[src/rtl/game_pkg.sv]
// Shared types and default match parameters for the penalty-shootout game.
package game_pkg;

    typedef enum logic [2:0] {
        START   = 3'd0,
        KEEPER  = 3'd1,
        SHOOTER = 3'd2,
        WINNER  = 3'd3,
        LOOSER  = 3'd4
    } g_state;

    typedef enum logic {
        SOLO  = 1'b0,
        MULTI = 1'b1
    } g_mode;

    localparam int DEF_ROUNDS         = 10;
    localparam int DEF_WIN_SCORE      = 5;
    localparam int DEF_RESULT_FRAMES  = 120;
    localparam int DEF_TIMEOUT_FRAMES = 600;
    localparam int FRAME_W            = 10;

    function automatic logic [2:0] score_inc(input logic [2:0] s);
        return (s == 3'd7) ? s : s + 3'd1;
    endfunction

    // Even rounds are shot by the player, odd rounds are defended.
    function automatic g_state role_of(input logic [3:0] rc);
        return rc[0] ? KEEPER : SHOOTER;
    endfunction

endpackage

[src/rtl/control_if.sv]
// Control bundle driven by the game sequencer and read by screen/draw logic.
import game_pkg::*;

interface control_if;
    logic         is_scored;
    logic [3:0]   round_counter;
    logic [2:0]   score;
    g_mode        game_mode;
    g_state       game_state;

    modport out (
        output is_scored,
        output round_counter,
        output score,
        output game_mode,
        output game_state
    );

    modport in (
        input is_scored,
        input round_counter,
        input score,
        input game_mode,
        input game_state
    );
endinterface

[src/rtl/frame_timer.sv]
// Saturating frame counter with synchronous clear and a tick-qualified compare hit.
module frame_timer #(
    parameter int W = 10
) (
    input  logic         clk,
    input  logic         rst,
    input  logic         tick,
    input  logic         clr,
    input  logic [W-1:0] limit,
    output logic         hit
);

    logic [W-1:0] count;

    always_ff @(posedge clk) begin
        if (rst) begin
            count <= '0;
        end else if (clr) begin
            count <= '0;
        end else if (tick && (count != {W{1'b1}})) begin
            count <= count + 1'b1;
        end
    end

    // Hit fires on the tick that would take the count past the limit.
    assign hit = tick && (count == limit);

endmodule

[src/rtl/game_controller.sv]
// Penalty-shootout sequencer: start screen, alternating rounds, result hold, final screen.
import game_pkg::*;

module game_controller #(
    parameter int ROUNDS         = game_pkg::DEF_ROUNDS,
    parameter int WIN_SCORE      = game_pkg::DEF_WIN_SCORE,
    parameter int RESULT_FRAMES  = game_pkg::DEF_RESULT_FRAMES,
    parameter int TIMEOUT_FRAMES = game_pkg::DEF_TIMEOUT_FRAMES
) (
    input  logic       clk,
    input  logic       rst,
    input  logic       frame_tick,
    input  logic       btn_start,
    input  logic       mode_sel,
    input  logic       shot_valid,
    input  logic       shot_goal,
    control_if.out     out_control
);

    // state  | meaning
    // IDLE   | start screen, waiting for btn_start
    // PLAY   | round in progress, waiting for shot or timeout
    // RESULT | round outcome held for RESULT_FRAMES frames
    // DONE   | winner/looser screen, waiting for restart
    typedef enum logic [1:0] {
        IDLE   = 2'd0,
        PLAY   = 2'd1,
        RESULT = 2'd2,
        DONE   = 2'd3
    } fsm_t;

    localparam logic [FRAME_W-1:0] TO_LIM   = FRAME_W'(TIMEOUT_FRAMES - 1);
    localparam logic [FRAME_W-1:0] RES_LIM  = FRAME_W'(RESULT_FRAMES - 1);
    localparam logic [3:0]         LAST_RND = 4'(ROUNDS - 1);

    fsm_t         fsm_q, fsm_d;
    g_state       state_q, state_d;
    g_mode        mode_q, mode_d;
    logic [3:0]   round_q, round_d;
    logic [2:0]   score_q, score_d;
    logic         scored_q, scored_d;

    logic               timer_clr;
    logic               timer_hit;
    logic [FRAME_W-1:0] timer_limit;
    logic               keeper_round;
    logic [3:0]         round_next;

    assign keeper_round = round_q[0];
    assign round_next   = round_q + 4'd1;

    frame_timer #(.W(FRAME_W)) u_frame_timer (
        .clk   (clk),
        .rst   (rst),
        .tick  (frame_tick),
        .clr   (timer_clr),
        .limit (timer_limit),
        .hit   (timer_hit)
    );

    always_ff @(posedge clk) begin
        if (rst) begin
            fsm_q    <= IDLE;
            state_q  <= START;
            mode_q   <= MULTI;
            round_q  <= 4'd0;
            score_q  <= 3'd0;
            scored_q <= 1'b0;
        end else begin
            fsm_q    <= fsm_d;
            state_q  <= state_d;
            mode_q   <= mode_d;
            round_q  <= round_d;
            score_q  <= score_d;
            scored_q <= scored_d;
        end
    end

    always_comb begin
        fsm_d       = fsm_q;
        state_d     = state_q;
        mode_d      = mode_q;
        round_d     = round_q;
        score_d     = score_q;
        scored_d    = scored_q;
        timer_clr   = 1'b0;
        timer_limit = TO_LIM;

        case (fsm_q)
            IDLE: begin
                timer_clr = 1'b1;
                if (btn_start) begin
                    mode_d   = g_mode'(mode_sel);
                    round_d  = 4'd0;
                    score_d  = 3'd0;
                    scored_d = 1'b0;
                    state_d  = role_of(4'd0);
                    fsm_d    = PLAY;
                end
            end

            PLAY: begin
                timer_limit = TO_LIM;
                if (shot_valid) begin
                    scored_d  = shot_goal;
                    if (keeper_round ? !shot_goal : shot_goal) begin
                        score_d = score_inc(score_q);
                    end
                    timer_clr = 1'b1;
                    fsm_d     = RESULT;
                end else if (timer_hit) begin
                    // No shot in time: a miss for the shooter, a save for the keeper.
                    scored_d  = 1'b0;
                    if (keeper_round) begin
                        score_d = score_inc(score_q);
                    end
                    timer_clr = 1'b1;
                    fsm_d     = RESULT;
                end
            end

            RESULT: begin
                timer_limit = RES_LIM;
                if (timer_hit) begin
                    scored_d  = 1'b0;
                    timer_clr = 1'b1;
                    if (round_q == LAST_RND) begin
                        state_d = (int'(score_q) >= WIN_SCORE) ? WINNER : LOOSER;
                        fsm_d   = DONE;
                    end else begin
                        round_d = round_next;
                        state_d = role_of(round_next);
                        fsm_d   = PLAY;
                    end
                end
            end

            DONE: begin
                timer_clr = 1'b1;
                if (btn_start) begin
                    state_d  = START;
                    round_d  = 4'd0;
                    score_d  = 3'd0;
                    scored_d = 1'b0;
                    fsm_d    = IDLE;
                end
            end

            default: begin
                fsm_d     = IDLE;
                timer_clr = 1'b1;
            end
        endcase
    end

    assign out_control.game_state    = state_q;
    assign out_control.game_mode     = mode_q;
    assign out_control.round_counter = round_q;
    assign out_control.score         = score_q;
    assign out_control.is_scored     = scored_q;

endmodule

[src/flat_wrapper.sv]
// flat-port wrapper written by rule: the top's interface ports become plain ports
module game_controller_flat 
#(
    parameter int ROUNDS         = game_pkg::DEF_ROUNDS,
    parameter int WIN_SCORE      = game_pkg::DEF_WIN_SCORE,
    parameter int RESULT_FRAMES  = game_pkg::DEF_RESULT_FRAMES,
    parameter int TIMEOUT_FRAMES = game_pkg::DEF_TIMEOUT_FRAMES
)
  (clk, rst, frame_tick, btn_start, mode_sel, shot_valid, shot_goal, out_control_is_scored, out_control_round_counter, out_control_score, out_control_game_mode, out_control_game_state);
  control_if out_control_i ();
  input  logic clk;
  input  logic rst;
  input  logic frame_tick;
  input  logic btn_start;
  input  logic mode_sel;
  input  logic shot_valid;
  input  logic shot_goal;
  output wire logic [$bits(out_control_i.is_scored)-1:0] out_control_is_scored;
  output wire logic [$bits(out_control_i.round_counter)-1:0] out_control_round_counter;
  output wire logic [$bits(out_control_i.score)-1:0] out_control_score;
  output wire logic [$bits(out_control_i.game_mode)-1:0] out_control_game_mode;
  output wire logic [$bits(out_control_i.game_state)-1:0] out_control_game_state;
  assign out_control_is_scored = out_control_i.is_scored;
  assign out_control_round_counter = out_control_i.round_counter;
  assign out_control_score = out_control_i.score;
  assign out_control_game_mode = out_control_i.game_mode;
  assign out_control_game_state = out_control_i.game_state;
  game_controller #(.ROUNDS(ROUNDS), .WIN_SCORE(WIN_SCORE), .RESULT_FRAMES(RESULT_FRAMES), .TIMEOUT_FRAMES(TIMEOUT_FRAMES)) u_core (.clk(clk), .rst(rst), .frame_tick(frame_tick), .btn_start(btn_start), .mode_sel(mode_sel), .shot_valid(shot_valid), .shot_goal(shot_goal), .out_control(out_control_i));
endmodule
[config.mk]
export PLATFORM = sky130hd
export DESIGN_NAME = game_controller_flat
export DESIGN_NICKNAME = d
export VERILOG_FILES = /design/src/rtl/game_pkg.sv /design/src/rtl/control_if.sv /design/src/rtl/frame_timer.sv /design/src/rtl/game_controller.sv /design/src/flat_wrapper.sv
export SDC_FILE = /design/constraint.sdc
export NUM_CORES = 1
export LEC_CHECK = 0
export ABC_AREA = 0
export BUFFER_PORTS_ARGS = -buffer_cell sky130_fd_sc_hd__buf_4
export CORE_ASPECT_RATIO = 1.5
export CORE_MARGIN = 5
export CORE_UTILIZATION = 53
export CTS_BUF_LIST = sky130_fd_sc_hd__clkbuf_8
export DETAILED_ROUTE_END_ITERATION = 7
export PLACE_DENSITY = 0.77
export SYNTH_ARGS = -nofsm -noshare
export SYNTH_HDL_FRONTEND = slang
export SYNTH_SLANG_ARGS = --single-unit
[constraint.sdc]
create_clock -name clk -period 2.25 [get_ports clk]
set_input_delay 0.3375 -clock clk [delete_from_list [all_inputs] [get_ports clk]]
set_output_delay 0.3375 -clock clk [all_outputs]
set_load 0.02 [all_outputs]
==> flow_summary.toml, run 1 <==
[outcome]
result_of_the_run = "finished clean"

[clock_tree]
clk_latency_ns = 0.26
clk_transition_reported_paths_ns = 0.08
cts_post_setup_buffers_inserted = 0
cts_root_buffer = "sky130_fd_sc_hd__clkbuf_8"
cts-buffers-inserted = 3
tritoncts = "done"
clock_tree_buf_depth = 2
hold_buffers = 0
cts_htree_levels = 1
ctsResizeCount = 0
clock_sinks = 24

[routing]
drtAntennaViolNets = 0
detail_route.wirelength_um = 3180
detailedRoute.firstIterationViolations = 24
routed-via-count = 1291
drt-pass1-iter-count = 4
detail_route.wl_per_cell_um = 13.9
vias_per_cell = 5.66
drc = 0

[final_layout]
post_route_cells_drive_above_1_share = 0.173
num_antenna_cells = 0
post-route-cell-area_um2 = 1680
nets = 211
flow.area_growth_from_synthesis_pct = 16.0

[grt]
grt.overflow.total = 0
gr-usage-all-layers = 0.191
number_of_global_route_vias_before_repair = 1341
grt_start_max_net_pins = 15
grt_first_pass_wirelength_um = 5640
number_of_antenna_violations_at_the_first_check_in_global_routing = 0

[synthesis]
synth_top_flop_cell = "sky130_fd_sc_hd__dfxtp_1"
asyncSetResetFlopFracSynth = 0
synth-seq-cells = 24
synth-edff-count = 0
postSynthAreaPerCell_um2 = 8.44
synth.yosys.seq_area_share = 0.333
netlist_instances = 171
mapped_area_um2 = 1440
synth.top_cell.area_share = 0.333
synth.yosys.warnings = 0
synth_cell_type_count = 42
synthTopCellsByArea = "sky130_fd_sc_hd__dfxtp_1 33%, sky130_fd_sc_hd__ha_1 9.5%, sky130_fd_sc_hd__nand2_1 5.7%, sky130_fd_sc_hd__mux2i_1 4.9%, sky130_fd_sc_hd__nor2_1 4.4%"
synth_net_count = 189
synth_top_cell_by_area = "sky130_fd_sc_hd__dfxtp_1"

[setup_path]
data_arrival_time_of_the_critical_path_ns = 2.33
crit_required_ns = 2.45
setup_crit_end_kind = "register"
r2r_end = "u_core.out_control.score[1]"
timing.rr.start = "u_core.fsm_q[0]"
setup.worst_path.class = "register to register"
timing.critical_path.fanout_max = 6
timing.reg2reg.setup_slack_ns = 0.12
r2r_cells = 7
critical_path.startpoint_type = "register"

[timing]
finalHoldViolations = 0
layout_min_cycle_time_ns = 2.13
fmax_mhz = 469
clock_skew_ns = 0.00416
tightestPinTransition_ns = 0.547
setup_violations = 0
final-max-slew-violation-count = 0
timing.max_slew.rel_slack = 0.626
setup_repair_after_global_routing_missed_its_margin = "false"
totalNegativeSetupSlack_ns = 0
layout_worst_path_cycle_share = 0.948

[worst_hold_path]
hold_path_endpoint = "u_core.out_control.game_mode"
hold_path_startpoint = "mode_sel"
holdCritPathClass = "primary input to register"
hold_path_depth = 3

[die]
boundaryPins = 19
core_area_um2 = 2650
dieWidth_um = 52.6
die_h_um = 73.9
dieArea_um2 = 3890
core.rowCount = 23
start_util = 0.545

[place]
place.gp.congestion = 0.866
detailed_place_hpwl_um = 2540
dpl-instance-area_um2 = 1630
placement.io_buffers = 18

[pwr]
net-switching-power_uw = 522
ir_worst_vdd_mv = 0.527
switching_share = 0.382
share_seq_of_total_power = 0.377
power_density_nw_per_um2 = 815
leakagePower_uw = 0.000689
clock_power_share = 0.182
cell_internal_pwr_uw = 844
power_frac_comb = 0.441

[flow_run]
max-cap-violations = 0
[critical path, stage by stage, from the launching register on]
cell and delay [ns]:
sky130_fd_sc_hd__dfxtp_2 0.37, sky130_fd_sc_hd__inv_1 0.08, sky130_fd_sc_hd__ha_1 0.22, sky130_fd_sc_hd__or3b_4 0.39, sky130_fd_sc_hd__a211oi_4 0.29, sky130_fd_sc_hd__o221ai_2 0.19
sky130_fd_sc_hd__or3b_1 0.38, sky130_fd_sc_hd__a21oi_1 0.14
[placed cells by master (no fill, tap or decap), drive strengths merged, types with 2 or more instances in the layout]
master / n
dfxtp: 24
buf: 23
nand2: 22
nor2: 17
ha: 11
inv: 9
a21oi: 9
nand3: 8
mux2i: 7
and3: 6
nand4: 5
o21ai: 4
nor3: 4
xor2: 4
o31ai: 3
nand2b: 3
xnor2: 3
clkbuf: 3
or3b: 3
o22ai: 2
or2: 2
[layer usage]
layer	global-route usage	vias up	wire length (µm)
met2	0.360	38	1770
met3	0.0203	12	119
met4	0.116	0	102
li1	-	646	-
met1	0.193	595	1190
met5	0	-	0
[kinds of logic (layout without fill, tap and decap cells)]
| logic type | Yosys count | after routing | synth area share |
|---|---|---|---|
| fa+ha+maj | 11 | 11 | 0.0953 |
| flops | 24 | 24 | 0.333 |
| mux | 7 | 7 | 0.0485 |
| buf+inv | 15 | 35 | 0.0442 |
| compound gates | 30 | 30 | 0.151 |
| simple gates | 77 | 77 | 0.286 |
| xor+xnor | 7 | 7 | 0.0425 |
[power groups by stage]
stage          clock network (µW)  registers [µW]  logic (µW)
2_1_floorplan                   0             547         423
3_3_place_gp                    0             519         581
3_5_place_dp                    0             525         601
4_1_cts                       258             514         606
5_1_grt                       272             521         684
6_report                      249             514         603
[per-stage QoR]
stage	total power, µW	utilization	instances	setup WS [ns]	hold slack (ns)
CTS	1380	0.632	228	0.0576	0.308
global route	1480	0.633	228	0.00893	0.347
floorplan	970	-	171	0.0885	0.438
finish	1370	0.633	228	0.118	0.305
detailed placement	1130	0.617	225	0.0835	0.449
global placement	1100	0.617	225	0.148	0.441
[cells in the mapped netlist (3+ instances only)]
cell type                  instances
sky130_fd_sc_hd__nor2_1           17
sky130_fd_sc_hd__mux2i_1           7
sky130_fd_sc_hd__inv_1             9
sky130_fd_sc_hd__and3_1            6
sky130_fd_sc_hd__o31ai_1           3
sky130_fd_sc_hd__nand2b_1          3
sky130_fd_sc_hd__nand4_1           5
sky130_fd_sc_hd__nor3_1            4
sky130_fd_sc_hd__a21oi_1           9
sky130_fd_sc_hd__xor2_1            4
sky130_fd_sc_hd__ha_1             11
sky130_fd_sc_hd__dfxtp_1          24
sky130_fd_sc_hd__o21ai_0           4
sky130_fd_sc_hd__clkbuf_1          5
sky130_fd_sc_hd__xnor2_1           3
sky130_fd_sc_hd__nand2_1          22
sky130_fd_sc_hd__nand3_1           8
[final cells by class]
cell class / instances / area [µm²]
clock buffers: 3 / 41.3
fillers: 244 / 972
inverters: 9 / 33.8
multi-input cells: 132 / 900
flip-flops and latches: 24 / 482
well taps: 37 / 46.3
repair buffers: 23 / 173
[state kept, by name (all words and copies together) (netlist names)]
name and flops:
u_core.out_control.score 3, u_core.fsm_q 2, u_core.out_control.round_counter 4, u_core.u_frame_timer.count 10, u_core.out_control.game_state 3, u_core.out_control.is_scored 1
u_core.out_control.game_mode 1
[how the worst max path moves through the flow]
stage,from,endpoint,slack [ns],cells after the start
2_1_floorplan,u_core.fsm_q[0],u_core.out_control.score[0],0.09,8
3_3_place_gp,u_core.fsm_q[0],u_core.out_control.score[0],0.15,7
3_5_place_dp,u_core.fsm_q[0],u_core.out_control.score[1],0.08,7
4_1_cts,u_core.fsm_q[0],u_core.out_control.score[1],0.06,7
5_1_grt,u_core.fsm_q[0],u_core.out_control.score[0],0.009,7
6_report,u_core.fsm_q[0],u_core.out_control.score[1],0.12,7
(Power assumes the default switching activity.)
==> run 2: changes to the inputs <==
Settings changed: MAX_ROUTING_LAYER set to met4.
==> run 2 against run 1 <==
Net effect:
- cell count stayed put
- first-iteration DRC count is 13% higher
- sequential share of layout area stayed put
- critical path type unchanged
- largest power group unchanged
- highest routed layer unchanged
==> flow_summary.toml, run 2 (same netlist as run 1, synthesis figures left out) <==
[routing]
drt-pass1-iter-count = 4
routed-via-count = 1292
detail_route.wirelength_um = 3170
vias_per_cell = 5.67
detail_route.wl_per_cell_um = 13.9
detailedRoute.firstIterationViolations = 27
drtAntennaViolNets = 0
drc = 0

[timing]
fin_worst_hold_slack_ns = 0.305
clock_skew_ns = 0.00427
finalHoldViolations = 0
timing.max_slew.rel_slack = 0.626
fmax_mhz = 469
layout_min_cycle_time_ns = 2.13
tightestPinTransition_ns = 0.547
setup_violations = 0
setup_repair_after_global_routing_missed_its_margin = "false"
layout_worst_path_cycle_share = 0.948
final-max-slew-violation-count = 0
totalNegativeSetupSlack_ns = 0

[setup_path]
setup.worst_path.class = "register to register"
timing.rr.start = "u_core.fsm_q[0]"
timing.critical_path.fanout_max = 6
launch_point_of_the_critical_path = "u_core.fsm_q[0]"
data_arrival_time_of_the_critical_path_ns = 2.33
setup_crit_end_kind = "register"
crit_required_ns = 2.45
critical_path.startpoint_type = "register"
timing.reg2reg.setup_slack_ns = 0.12

[die]
dieArea_um2 = 3890
die_h_um = 73.9
core_area_um2 = 2650
start_util = 0.545
boundaryPins = 19
dieWidth_um = 52.6
core.rowCount = 23

[final_layout]
num_antenna_cells = 0
largest_register_ffs = 10
post_route_cells_drive_above_1_share = 0.173
flow.area_growth_from_synthesis_pct = 16.0
regMostFlops = "u_core.u_frame_timer.count"
post-route-cell-area_um2 = 1680
nets = 211
mostFrequentLayoutCells = "23 x sky130_fd_sc_hd__buf_4, 23 x sky130_fd_sc_hd__dfxtp_1, 22 x sky130_fd_sc_hd__nand2_1"
final_cells = 228

[clock_tree]
cts_htree_levels = 1
clk_transition_reported_paths_ns = 0.08
clk_latency_ns = 0.26
clock_sinks = 24
cts-buffers-inserted = 3
tritoncts = "done"
clock_tree_buf_depth = 2
cts_root_buffer = "sky130_fd_sc_hd__clkbuf_8"

[outcome]
result_of_the_run = "finished clean"

[worst_hold_path]
holdCritPathClass = "primary input to register"
hold_path_startpoint = "mode_sel"

[grt]
number_of_antenna_violations_at_the_first_check_in_global_routing = 0
grt_first_pass_wirelength_um = 5630
grt_start_max_net_pins = 15
number_of_global_route_vias_before_repair = 1339
gr-usage-all-layers = 0.197
grt.overflow.total = 0

[pwr]
leakagePower_uw = 0.000689
total_power_uw = 1370
ir_worst_vdd_mv = 0.527
power_density_nw_per_um2 = 815

[place]
post-place-cells = 225
placement.io_buffers = 18
place.gp.congestion = 0.880
dpl-instance-area_um2 = 1630
detailed_place_hpwl_um = 2540

[flow_run]
max-cap-violations = 0
## run 2: cell counts in the layout (fill, tap and decap cells not counted)
Identical to the previous run, type by type.
## run 2: what timing repair did
action | 4_1_cts | 5_1_grt
endpoints found under the setup margin | 0 | 2
setup buffers | 0 | 0
gates resized for setup | 0 | 1
hold buffers | 0 | 0
## run 2: metal layers
layer  global-route usage  vias to the layer above  part of all wire
met1                0.193                      595              0.37
met2                0.360                       38              0.56
met5                    -                        -                 0
met4                0.116                        0             0.032
met3               0.0203                       12             0.038
li1                     -                      647                 -
## run 2: final timing paths
kind | to | depth (start not counted)
worst min register to register | u_core.out_control.is_scored | 2
worst max-delay path | u_core.out_control.score[1] | 7
worst max register to register | u_core.out_control.score[1] | 7
worst min-delay path | u_core.out_control.game_mode | 3
## run 2: where the power goes
part / total (µW) / internal (µW) / switching [µW]
clock network: 249 / 120 / 129
registers: 514 / 474 / 40.2
logic: 602 / 250 / 352
total: 1370 / 844 / 522
## run 2: worst max-delay path, cell delays in order, from the launching register on
cell and delay [ns]:
sky130_fd_sc_hd__dfxtp_2 0.37, sky130_fd_sc_hd__inv_1 0.08, sky130_fd_sc_hd__ha_1 0.22, sky130_fd_sc_hd__or3b_4 0.39, sky130_fd_sc_hd__a211oi_4 0.29, sky130_fd_sc_hd__o221ai_2 0.19, sky130_fd_sc_hd__or3b_1 0.38, sky130_fd_sc_hd__a21oi_1 0.14
## run 2: layout make-up
cell class	instances	area, µm²
clock buffers	3	41.3
fillers	244	972
inverters	9	33.8
multi-input cells	132	900
flip-flops and latches	24	482
well taps	37	46.3
repair buffers	23	173
## run 2: through the flow
step / utilization / setup WS [ns]
floorplan: - / 0.0885
finish: 0.633 / 0.118
global route: 0.633 / 0.00893
CTS: 0.632 / 0.0576
detailed placement: 0.617 / 0.0835
global placement: 0.617 / 0.148
